<file path="config.mk">
export PLATFORM = sky130hd
export DESIGN_NAME = bird_motion_flat
export DESIGN_NICKNAME = d
export VERILOG_FILES = /design/src/rtl/bird_pkg.sv /design/src/rtl/bird_motion_if.sv /design/src/rtl/bird_motion_edge_detect.sv /design/src/rtl/bird_motion.sv /design/src/flat_wrapper.sv
export SDC_FILE = /design/constraint.sdc
export NUM_CORES = 1
export LEC_CHECK = 0
export BUFFER_PORTS_ARGS = -buffer_cell sky130_fd_sc_hd__buf_2
export CAP_MARGIN = 25
export CORE_UTILIZATION = 54
export CTS_CLUSTER_DIAMETER = 50
export DETAILED_ROUTE_END_ITERATION = 7
export GPL_ROUTABILITY_DRIVEN = 1
export PLACE_DENSITY = 0.83
export SETUP_SLACK_MARGIN = 0.15
export SLEW_MARGIN = 10
export SYNTH_ARGS = -nofsm -noshare
export SYNTH_HDL_FRONTEND = slang
export SYNTH_SLANG_ARGS = --single-unit
export TNS_END_PERCENT = 30
</file>
<file path="constraint.sdc">
create_clock -name clk -period 2.3 [get_ports clk]
set_input_delay 0.23 -clock clk [delete_from_list [all_inputs] [get_ports clk]]
set_output_delay 0.23 -clock clk [all_outputs]
set_load 0.03 [all_outputs]
</file>
<file path="src/rtl/bird_pkg.sv">
// bird_pkg -- shared types and constants for the bird_motion block.
//   state_e     : game state (IDLE, PLAY, DEAD)
//   ROW_W       : width of the bird row
//   ROW_MAX     : bottom row index
//   START_ROW   : row held while idle and restored on reset
//   clamp_rise  : row minus rise, saturating at row 0
package bird_pkg;

    typedef enum logic [1:0] {
        IDLE = 2'd0,
        PLAY = 2'd1,
        DEAD = 2'd2
    } state_e;

    localparam int unsigned ROW_W     = 4;
    localparam int unsigned ROW_MAX   = 15;
    localparam int unsigned START_ROW = 7;

    typedef logic [ROW_W-1:0] row_t;

    // Subtract one bit wider than the row so a large rise cannot wrap;
    // the extra top bit is the borrow and selects the clamp to 0.
    function automatic row_t clamp_rise(row_t row, row_t rise);
        logic [ROW_W:0] diff;
        diff = {1'b0, row} - {1'b0, rise};
        return diff[ROW_W] ? '0 : diff[ROW_W-1:0];
    endfunction

endpackage

</file>
<file path="src/rtl/bird_motion_if.sv">
// bird_motion_if -- game-step strobe, player key and bird status bundle.
//   tick     : one-cycle game-step strobe
//   flap     : player key level, synchronous to clk
//   bird_row : current bird row, 0 = top, 15 = bottom
//   playing  : high while the game is running
//   dead     : high after the bird hit the floor (or ceiling, if enabled)
// Modports: master drives tick/flap and observes status; slave is the block.
interface bird_motion_if;
    import bird_pkg::*;

    logic tick;
    logic flap;
    row_t bird_row;
    logic playing;
    logic dead;

    modport master (
        output tick,
        output flap,
        input  bird_row,
        input  playing,
        input  dead
    );

    modport slave (
        input  tick,
        input  flap,
        output bird_row,
        output playing,
        output dead
    );

endinterface

</file>
<file path="src/rtl/bird_motion_edge_detect.sv">
// edge_detect -- rising-edge detector for the flap key.
//   clk   : system clock
//   reset : synchronous active-high reset
//   in    : level input (already synchronous)
//   rise  : high for the single cycle in which in goes 0 -> 1
// A level that is high while reset is released is not treated as an edge;
// the input must first be seen low.
module edge_detect (
    input  logic clk,
    input  logic reset,
    input  logic in,
    output logic rise
);

    logic prev_q, prev_d;
    logic armed_q, armed_d;

    always_comb begin
        prev_d  = in;
        armed_d = armed_q | ~in;
    end

    // armed_q captures whether the input was low during reset, so a key
    // held through reset release stays disarmed until it drops.
    always_ff @(posedge clk) begin
        if (reset) begin
            prev_q  <= 1'b0;
            armed_q <= ~in;
        end else begin
            prev_q  <= prev_d;
            armed_q <= armed_d;
        end
    end

    assign rise = in & ~prev_q & armed_q;

endmodule

</file>
<file path="src/rtl/bird_motion.sv">
// bird_motion -- vertical motion of the bird in a flappy-style game.
//   clk   : system clock, all logic on posedge
//   reset : synchronous active-high reset
//   bus   : bird_motion_if.slave (tick, flap in; bird_row, playing, dead out)
// Parameters:
//   FLAP_RISE      : rows gained per applied flap (1..15)
//   TICKS_PER_FALL : ticks without a flap before falling one row (1..15)
// Build option:
//   BIRD_CEILING_KILL_EN : a flap that would lift the bird above row 0 puts
//                          it at row 0 and kills it; undefined, the row clamps
//                          at 0 and play continues.
module bird_motion
    import bird_pkg::*;
#(
    parameter int unsigned FLAP_RISE      = 2,
    parameter int unsigned TICKS_PER_FALL = 2
) (
    input  logic          clk,
    input  logic          reset,
    bird_motion_if.slave  bus
);

    localparam row_t       RISE_ROWS = row_t'(FLAP_RISE);
    localparam logic [3:0] FALL_LAST = 4'(TICKS_PER_FALL - 1);

    state_e     state_q, state_d;
    row_t       row_q, row_d;
    logic       pend_q, pend_d;
    logic [3:0] fall_cnt_q, fall_cnt_d;
    logic       flap_ev;

    edge_detect u_flap_edge (
        .clk   (clk),
        .reset (reset),
        .in    (bus.flap),
        .rise  (flap_ev)
    );

    always_ff @(posedge clk) begin
        if (reset) begin
            state_q    <= IDLE;
            row_q      <= row_t'(START_ROW);
            pend_q     <= 1'b0;
            fall_cnt_q <= '0;
        end else begin
            state_q    <= state_d;
            row_q      <= row_d;
            pend_q     <= pend_d;
            fall_cnt_q <= fall_cnt_d;
        end
    end

    always_comb begin
        state_d    = state_q;
        row_d      = row_q;
        pend_d     = pend_q;
        fall_cnt_d = fall_cnt_q;

        unique case (state_q)
            IDLE: begin
                // The starting flap is consumed here; a coincident tick is dropped.
                row_d      = row_t'(START_ROW);
                pend_d     = 1'b0;
                fall_cnt_d = '0;
                if (flap_ev) begin
                    state_d = PLAY;
                end
            end

            PLAY: begin
                if (bus.tick) begin
                    if (pend_q || flap_ev) begin
                        pend_d     = 1'b0;
                        fall_cnt_d = '0;
`ifdef BIRD_CEILING_KILL_EN
                        if (row_q < RISE_ROWS) begin
                            row_d   = '0;
                            state_d = DEAD;
                        end else begin
                            row_d = clamp_rise(row_q, RISE_ROWS);
                        end
`else
                        row_d = clamp_rise(row_q, RISE_ROWS);
`endif
                    end else if (fall_cnt_q == FALL_LAST) begin
                        fall_cnt_d = '0;
                        if (row_q == row_t'(ROW_MAX)) begin
                            state_d = DEAD;
                        end else begin
                            row_d = row_q + row_t'(1);
                        end
                    end else begin
                        fall_cnt_d = fall_cnt_q + 4'd1;
                    end
                end else if (flap_ev) begin
                    pend_d = 1'b1;
                end
            end

            DEAD: begin
                // Everything frozen until reset.
            end

            default: begin
                state_d = IDLE;
            end
        endcase
    end

    always_comb begin
        bus.bird_row = row_q;
        bus.playing  = (state_q == PLAY);
        bus.dead     = (state_q == DEAD);
    end

endmodule

</file>
<file path="src/flat_wrapper.sv">
// flat-port wrapper written by rule: the top's interface ports become plain ports
module bird_motion_flat import bird_pkg::*;
#(
    parameter int unsigned FLAP_RISE      = 2,
    parameter int unsigned TICKS_PER_FALL = 2
)
  (clk, reset, bus_tick, bus_flap, bus_bird_row, bus_playing, bus_dead);
  bird_motion_if bus_i ();
  input  logic clk;
  input  logic reset;
  input wire logic [$bits(bus_i.tick)-1:0] bus_tick;
  input wire logic [$bits(bus_i.flap)-1:0] bus_flap;
  output wire logic [$bits(bus_i.bird_row)-1:0] bus_bird_row;
  output wire logic [$bits(bus_i.playing)-1:0] bus_playing;
  output wire logic [$bits(bus_i.dead)-1:0] bus_dead;
  assign bus_i.tick = bus_tick;
  assign bus_i.flap = bus_flap;
  assign bus_bird_row = bus_i.bird_row;
  assign bus_playing = bus_i.playing;
  assign bus_dead = bus_i.dead;
  bird_motion #(.FLAP_RISE(FLAP_RISE), .TICKS_PER_FALL(TICKS_PER_FALL)) u_core (.clk(clk), .reset(reset), .bus(bus_i));
endmodule
</file>
==> summary.md <==
| Metric | Value |
|---|---|
| Path type of the worst setup path | `register to register` |
| Peak supply drop | `0.4080 mV` |
| Post-CTS Setup Inserts | `0` |
| Top cells by area in the synthesized netlist | `dfxtp_1 (34%), a21oi_1 (6.5%), ha_1 (4.9%)` |
| Synthesized net count | `101` |
| Top FF cell, synth | `dfxtp_1` |
| Area of the die | `0.001580 mm2` |
| Hold_buf cts | `0` |
| Pwr Total | `0.0004507 W` |
| Outcome | `finished, final reports clean` |
| Final estimated routing congestion in global placement | `0.9214` |
| Clock latency at the later pin of the worst-skew pair | `0.27 ns` |
| Number of inserted diodes | `0` |
| Smallest setup slack after layout | `0.5549 ns` |
| Total GRT Usage | `24.53%` |
| Synthesis warning total | `0` |
| Clock Pin Slew Worst Setup and Hold Paths | `0.08 ns` |
| Final setup violating endpoints | `0` |
| Routed vias | `738` |
| Number of buffers created by CTS | `3` |
| Post-route clock skew | `0.007656 ns` |
| HPWL reported at the end of detailed placement | `1165 um` |
| Number of flops mapped to enable cells by yosys | `0` |
| IO buf count | `9` |
| Final total negative setup slack | `0 ns` |
| Number of placement rows | `13` |
| FILL cells | `110` |
| Number of distinct library cells after synthesis | `36` |
| Total length of routed wires | `1563 um` |
| Per-cell routed wire length | `13.13 um` |
| Required time of the worst setup path | `2.51 ns` |
| Kind of end point of the critical path | `register` |
| Most frequent cell after synthesis | `dfxtp_1` |
| CP Max Fanout | `7` |
| Synth-to-layout area growth | `9.919%` |
| DP Worst Slack | `0.5640 ns` |
| Count of TritonRoute iterations in the first routing pass | `5` |
| Core Footprint | `0.001318 mm2` |
| Resize count post-CTS | `0` |
| Area share of the leading cell type in the synthesized netlist | `33.82%` |
| Floorplan die width | `39.75 um` |
| Proportion of register bits with asynchronous set or reset after synthesis | `0%` |
| Initial antenna violation count | `0` |
| Number of nets in the final layout | `112` |
| Fin crit share | `75.87%` |
| Clock tree root driver cell | `clkbuf_4` |
| Total gr overflow | `0` |
| Shortest clock period the worst path allows after layout | `1.745 ns` |
| Post-synthesis cell type with the largest combined area | `dfxtp_1` |
| Clock Sinks | `13` |
| Cell area after synthesis | `769.5 um2` |
| Leakage dissipation | `0.3353 nW` |
| Setup repair after global routing missed its margin | `false` |
| Slew Limit Headroom | `67.66%` |
| Die boundary height | `39.75 um` |
| Vias in the first global route | `598` |
| Worst slew pin tran | `0.4838 ns` |
| Worst EP arrival | `1.96 ns` |
| Number of instances in the synthesized netlist | `94` |
| Register bit count reported by yosys | `13` |
| Wire length of the first global-routing pass | `2566 um` |
| Htree depth | `1` |
| Post-detailed-route DRC marker count | `0` |
| Count of boundary I/O pins | `10` |
| Part of the Yosys area used for sequential elements | `33.82%` |
| Upper clock frequency limit | `0.5730 GHz` |
| Initial standard-cell utilization of the core | `58.40%` |
| Worst Setup Start Kind | `register` |
| MaxCap Viol Count | `0` |
| Layout cell share with drive strength beyond 1 | `21.15%` |
| Count of antenna-violating nets left after detailed routing | `0` |
| Slew Viols, Final | `0` |
| Hold Vio Cnt, Final | `0` |
| Clock Path Buffers | `2` |
| Most frequent cells after synthesis | `dfxtp_1 (13), a21oi_1 (10), nor2_1 (10)` |
| Cell Pwr Density | `532.9 mW/mm2` |
| Pin count of the biggest net entering global routing | `17` |
| Ratio of routed vias to standard cells | `6.202` |
| Class of the tightest hold or removal check | `primary input to register` |
| Clock tree from TritonCTS | `yes` |
| Per-instance average area after synthesis | `8.186 um2` |
| DRC marker count from the first detailed-route iteration | `20` |
-- metal layers --
layer	wire length [um]	global-route usage (%)	up-vias
met1	688	33.11	330
met4	8	4.310	0
met5	0	0	-
met2	738	34.43	27
met3	128	12.50	4
li1	-	-	377
-- logic make-up (layout without fill, tap and decap cells) --
| group | count (synthesis) | after routing | synth area share, % |
|---|---|---|---|
| mux | 2 | 2 | 2.764 |
| simple gates | 35 | 35 | 27.81 |
| buf+inv | 10 | 20 | 5.203 |
| flops | 13 | 13 | 33.82 |
| fa+ha+maj | 3 | 3 | 4.879 |
| compound gates | 31 | 31 | 25.53 |
-- sequential cells by signal, summed over array words and instances, names as in the netlist --
signal	flops
u_core.bus.bird_row	4
u_core.pend_q	1
u_core.u_flap_edge.prev_q	1
u_core.fall_cnt_q	4
u_core.u_flap_edge.armed_q	1
u_core.state_q	2
-- where the power goes --
group | internal, W | switching, W | leakage [nW] | total [W]
combinational | 0.0000264 | 0.0000464 | 0.214 | 0.0000728
sequential | 0.000232 | 0.0000101 | 0.106 | 0.000242
clock | 0.0000672 | 0.0000690 | 0.0150 | 0.000136
total | 0.000325 | 0.000126 | 0.335 | 0.000451
-- final timing paths --
kind              cells past startpoint                  startpoint  slack (ns)                          to
setup / recovery                      4           u_core.state_q[0]        0.55        u_core.fall_cnt_q[1]
hold / removal                        2                    bus_flap        0.16  u_core.u_flap_edge.armed_q
setup reg to reg                      4           u_core.state_q[0]        0.55        u_core.fall_cnt_q[1]
hold reg to reg                       2  u_core.u_flap_edge.armed_q        0.47  u_core.u_flap_edge.armed_q
-- stage by stage --
| step | area, um2 | instances | hold WS (ns) | util, % |
|---|---|---|---|---|
| 2_1_floorplan | 769.5 | 94 | 0.3016 | - |
| 3_3_place_gp | 819.5 | 115 | 0.4308 | 62.20 |
| 3_5_place_dp | 819.5 | 115 | 0.4338 | 62.20 |
| 4_1_cts | 845.8 | 119 | 0.1533 | 64.20 |
| 5_1_grt | 845.8 | 119 | 0.1504 | 64.20 |
| 6_report | 845.8 | 119 | 0.1560 | 64.20 |
-- cells in the final DEF (no fill, tap or decap), types with 2 or more instances in the layout --
cell type / count
dfxtp_1: 13
nor2_1: 10
a21oi_1: 10
buf_2: 9
inv_1: 7
o21ai_0: 6
nand2_1: 4
a31oi_1: 4
nor3_1: 4
a211oi_1: 3
ha_1: 3
clkbuf_4: 3
nand3_1: 2
nand4_1: 2
a2111oi_0: 2
-- layout make-up --
class                   instances  area (um2)  area share, %
clock buffers                   4       26.28          3.107
repair buffers                  9       45.04          5.325
flip-flops and latches         13       260.3          30.77
well taps                      15       18.77          2.219
inverters                       7       26.28          3.107
multi-input cells              71       469.2          55.47
-- critical path, cell delays in order (launching register included) --
cell      delay (ns)
dfxtp_1         0.47
nand2b_4        0.11
or4_4           0.49
or4b_1          0.47
a21oi_1         0.14
(Power assumes the default switching activity.)
